--- src/rtl/scan_decoder.sv ---
// scan_decoder: registered N-to-2^N one-hot decoder with enable, a latched
// select (direct mode) and a self-running prescaled scan sequencer.
//
// Build option: define SCAN_DECODER_BLANK_EN to blank the first cycle of each
// scan dwell (anti-ghosting for multiplexed displays).
//
// Ports:
//   CLK   in   rising-edge clock
//   RST_N in   asynchronous active-low reset
//   E     in   output enable
//   MODE  in   0 = direct, 1 = scan
//   A     in   [N-1:0] select value, captured on LOAD
//   LOAD  in   single-cycle strobe, IDX <= A
//   O     out  [2^N-1:0] registered one-hot output
//   IDX   out  [N-1:0] current registered index
//   WRAP  out  one-cycle pulse when the scan index wraps to 0
module scan_decoder #(
  parameter int N        = 2,
  parameter int SCAN_DIV = 4
) (
  input  logic               CLK,
  input  logic               RST_N,
  input  logic               E,
  input  logic               MODE,
  input  logic [N-1:0]       A,
  input  logic               LOAD,
  output logic [(1<<N)-1:0]  O,
  output logic [N-1:0]       IDX,
  output logic               WRAP
);

  localparam int W  = 1 << N;
  localparam int DW = (SCAN_DIV > 1) ? $clog2(SCAN_DIV) : 1;
  localparam logic [DW-1:0] DIV_LAST = DW'(SCAN_DIV - 1);

  typedef enum logic {
    ST_DIRECT = 1'b0,
    ST_SCAN   = 1'b1
  } mode_e;

  mode_e          mode_q, mode_d, mode_now;
  logic [DW-1:0]  div_q, div_d;
  logic [N-1:0]   idx_q, idx_d;
  logic [W-1:0]   o_q, o_d;
  logic           wrap_q, wrap_d;

  assign mode_now = MODE ? ST_SCAN : ST_DIRECT;

  always_comb begin
    idx_d  = idx_q;
    div_d  = div_q;
    wrap_d = 1'b0;
    mode_d = mode_now;
    o_d    = '0;

    if (LOAD) begin
      // LOAD wins over both the mode-change restart and the scan advance.
      idx_d = A;
      div_d = '0;
    end else if (mode_now != mode_q) begin
      // Entering or leaving scan restarts the dwell without advancing.
      div_d = '0;
    end else if (mode_now == ST_DIRECT) begin
      div_d = '0;
    end else if (E) begin
      if (div_q == DIV_LAST) begin
        div_d  = '0;
        idx_d  = idx_q + N'(1);
        wrap_d = (idx_q == '1);
      end else begin
        div_d = div_q + DW'(1);
      end
    end

    o_d[idx_d] = E;

`ifdef SCAN_DECODER_BLANK_EN
    // Blank the first cycle of every dwell, including LOAD/MODE restarts.
    if ((mode_now == ST_SCAN) && (SCAN_DIV > 1) && (div_d == '0)) begin
      o_d = '0;
    end
`endif
  end

  always_ff @(posedge CLK or negedge RST_N) begin
    if (!RST_N) begin
      mode_q <= ST_DIRECT;
      div_q  <= '0;
      idx_q  <= '0;
      o_q    <= '0;
      wrap_q <= 1'b0;
    end else begin
      mode_q <= mode_d;
      div_q  <= div_d;
      idx_q  <= idx_d;
      o_q    <= o_d;
      wrap_q <= wrap_d;
    end
  end

  assign O    = o_q;
  assign IDX  = idx_q;
  assign WRAP = wrap_q;

endmodule
--- config.mk ---
export PLATFORM = sky130hd
export DESIGN_NAME = scan_decoder
export DESIGN_NICKNAME = d
export VERILOG_FILES = /design/src/rtl/scan_decoder.sv
export SDC_FILE = /design/constraint.sdc
export NUM_CORES = 1
export LEC_CHECK = 0
export ABC_AREA = 1
export BUFFER_PORTS_ARGS = -buffer_cell sky130_fd_sc_hd__buf_2
export CORE_AREA = 2 2 39 41
export DETAILED_ROUTE_END_ITERATION = 7
export DIE_AREA = 0 0 41 43
export SLEW_MARGIN = 20
export SYNTH_ARGS = -nofsm -noshare
export SYNTH_HDL_FRONTEND = slang
export SYNTH_SLANG_ARGS = --single-unit
--- constraint.sdc ---
create_clock -name CLK -period 3.3 [get_ports CLK]
set_clock_uncertainty 0.15 [all_clocks]
set_input_delay 0.165 -clock CLK [delete_from_list [all_inputs] [get_ports CLK]]
set_output_delay 0.165 -clock CLK [all_outputs]
set_load 0.03 [all_outputs]
==> flow_summary.yaml <==
critical_path:
  critical_path.top_delay_family: "buffers and inverters"
  cp_cell_sequence: "dlygate4sd3_1, buf_2, ha_1, nor2_4, nand2_1, nand2_1, nand3_1, nand3_1, nor2_1"
  critical_path.max_fanout: 7
  crit_arrival_ns: 1.75
  reg2reg_slack_ns: 1.78
  worst-setup-path-type: "in2reg"
  cp_slowest_cell: "dlygate4sd3_1"
  max_stage_delay_ns: 0.53
  r2r-end: "O[0]"
  worstRegToRegCells: 7
  r2r_start: "mode_q"
  crit_path_end_kind: "flip-flop"
  path_buf_inv: 2
  start_kind: "input port"
  crit_required_ns: 3.30
place:
  dp_hpwl_um: 781.1
  place.gp.congestion: 0.7528
  port-buffer-count: 13
  post-place-ws_ns: 1.776
  place_inst: 88
synth:
  synth_seq_area_share_pct: 49.02
  syn_area_um2: 510.5
  synth_cell_types: 13
  ys_ff_latch: 10
  synthesis.nets: 70
  avgSynthCellArea_um2: 8.652
  ys_warn_count: 0
  postSynthCellCount: 59
clocking:
  cts_root_buf: "clkbuf_4"
  cts_max_level: 1
  cts_buffers: 3
  clkTransAtPathRegs_ns: 0.06
  clkLatencyLatePin_ns: 0.26
  cts_tree: "done"
  clock_sinks: 10
  cts_buffer_depth: 2
  post_cts.repair.setup_buffers: 0
sta:
  fmax_mhz: 573.1
  slew_viol_final: 0
  fin_crit_ns: 1.745
  fin_tns_setup_ns: 0
  finalHoldViolCount: 0
  fin_ws_ns: 1.555
  rsz0062_at_grt: "no"
  period_share_pct: 52.88
  setup_viol: 0
  max_slew_margin_pct: 70.82
  max_slew.worst_pin.slew_ns: 0.4368
floorplanning:
  io_pins: 14
  die_area_um2: 1763
  rows: 14
  coreArea_um2: 1384
  start_util_pct: 36.89
  die_y_um: 43
  die_w_um: 41
detailed_routing:
  wl_per_cell_um: 10.83
  ant_nets: 0
  vias_per_cell: 4.645
  drc: 0
  firstDrtPassIters: 4
  drt-total-wl_um: 1007
  drt_iter0_markers: 4
  num_vias: 432
worst_hold_path:
  min_to: "IDX[1]"
  hp-class: "in2reg"
  holdCritStartpoint: "A[1]"
  whs_path_depth: 3
pwr:
  vdd_drop_max_uv: 192.7
  leakage_nw: 0.3628
  finalPower_mw: 0.2667
  powerDensity_nw_per_um2: 418.0
global_route:
  antenna_found_initial: 0
  grt_start_max_net_pins: 11
  overflow: 0
  grt_pass1_vias: 397
  grt_use_total_pct: 14.59
  grt_first_pass_wirelength_um: 1704
layout:
  drive_gt1_share_pct: 29.87
  nets: 90
  area_growth_pct: 25.00
  layoutNonFillerInstCount: 93
  diodes: 0
outcome:
  outcome: "complete, no violations"
job:
  max_cap_viol_count: 0
-- worst max-delay path by stage --
| stage | end | slack, ns | startpoint | cells past startpoint |
|---|---|---|---|---|
| 4_1_cts | O[0] | 1.54 | MODE | 10 |
| 5_1_grt | O[0] | 1.43 | MODE | 9 |
| 2_1_floorplan | O[0] | 1.87 | IDX[0] | 6 |
| 6_report | O[0] | 1.55 | MODE | 9 |
| 3_3_place_gp | O[0] | 1.83 | mode_q | 7 |
| 3_5_place_dp | O[0] | 1.78 | mode_q | 7 |
-- sequential cells by signal, indices dropped and copies added, names as in the netlist --
register / count
mode_q: 1
IDX: 2
WRAP: 1
O: 4
div_q: 2
-- Yosys cell counts --
cell type  count  area (um2)
ha_1           4       50.05
nand3b_1       1       7.510
or2_2          2       12.51
o21ai_0        2       10.01
dfrtp_1       10       250.2
inv_2          1       3.750
nor2_4         1       11.26
nor3b_1        1       7.510
nand2_1       14       52.55
inv_1          5       18.77
nand2_2        3       18.77
nand3_1        9       45.04
nor2_1         6       22.52
-- worst register-to-register path, stage by stage, from the launching register on --
cell,delay [ns]
dfrtp_1,0.36
ha_1,0.31
nor2_4,0.19
nand2_1,0.11
nand2_1,0.07
nand3_1,0.08
nand3_1,0.10
nor2_1,0.05
-- power by group --
part / leakage (nW) / switching [mW] / total, mW / internal (mW)
Combinational: 0.218 / 0.0338 / 0.0519 / 0.0181
Clock: 0.0138 / 0.0387 / 0.0807 / 0.0420
Sequential: 0.131 / 0.00461 / 0.134 / 0.130
-- layout by cell type, fill, tap and decap left out --
cell / instances
nand3_1: 9
nand3b_1: 1
inv_1: 5
nor3b_1: 1
ha_1: 4
dfrtp_1: 10
clkbuf_4: 3
nand2_2: 3
nor2_1: 6
nand2_1: 14
inv_2: 1
buf_2: 13
dlygate4sd3_1: 2
nor2_4: 1
o21ai_0: 2
or2_2: 2
-- cells by family after synthesis --
kind of cell / Yosys count / share of synthesized area [%]
AOI/OAI and AO/OA: 2 / 1.961
adders and majority gates: 4 / 9.804
buffers and inverters: 6 / 4.411
DFF: 10 / 49.02
and+or+nand+nor: 37 / 34.80
-- repair_timing --
action,CTS,global route
hold buffers,2,0
hold endpoints to repair,11,0
gates resized for setup,0,0
-- layout make-up --
type,count,area [um2]
inverter,6,22.52
tap,16,20.02
fill,144,745.7
timing repair buffer,15,85.08
clock buffer,3,22.52
sequential,10,250.2
multi-input combinational,43,237.7
-- routing by layer --
| layer | GRT usage (%) | routed length, um | vias to the layer above | share of wire [%] |
|---|---|---|---|---|
| met2 | 23.44 | 498 | 15 | 49 |
| met1 | 17.88 | 442 | 189 | 44 |
| met4 | 6.000 | 14 | 0 | 1.4 |
| li1 | - | - | 225 | - |
| met5 | 0 | 0 | - | 0 |
| met3 | 3.141 | 52 | 3 | 5.2 |
-- through the flow --
stage | area (um2) | utilization, % | hold WS, ns
after floorplan | 510.5 | - | -0.2806
after global placement | 595.6 | 43.04 | -0.1123
after detailed placement | 595.6 | 43.04 | -0.1122
after CTS | 638.1 | 46.11 | 0.02205
after global routing | 638.1 | 46.11 | 0.04514
final | 638.1 | 46.11 | 0.01775
Note: power is estimated with default switching activity, not from simulation.
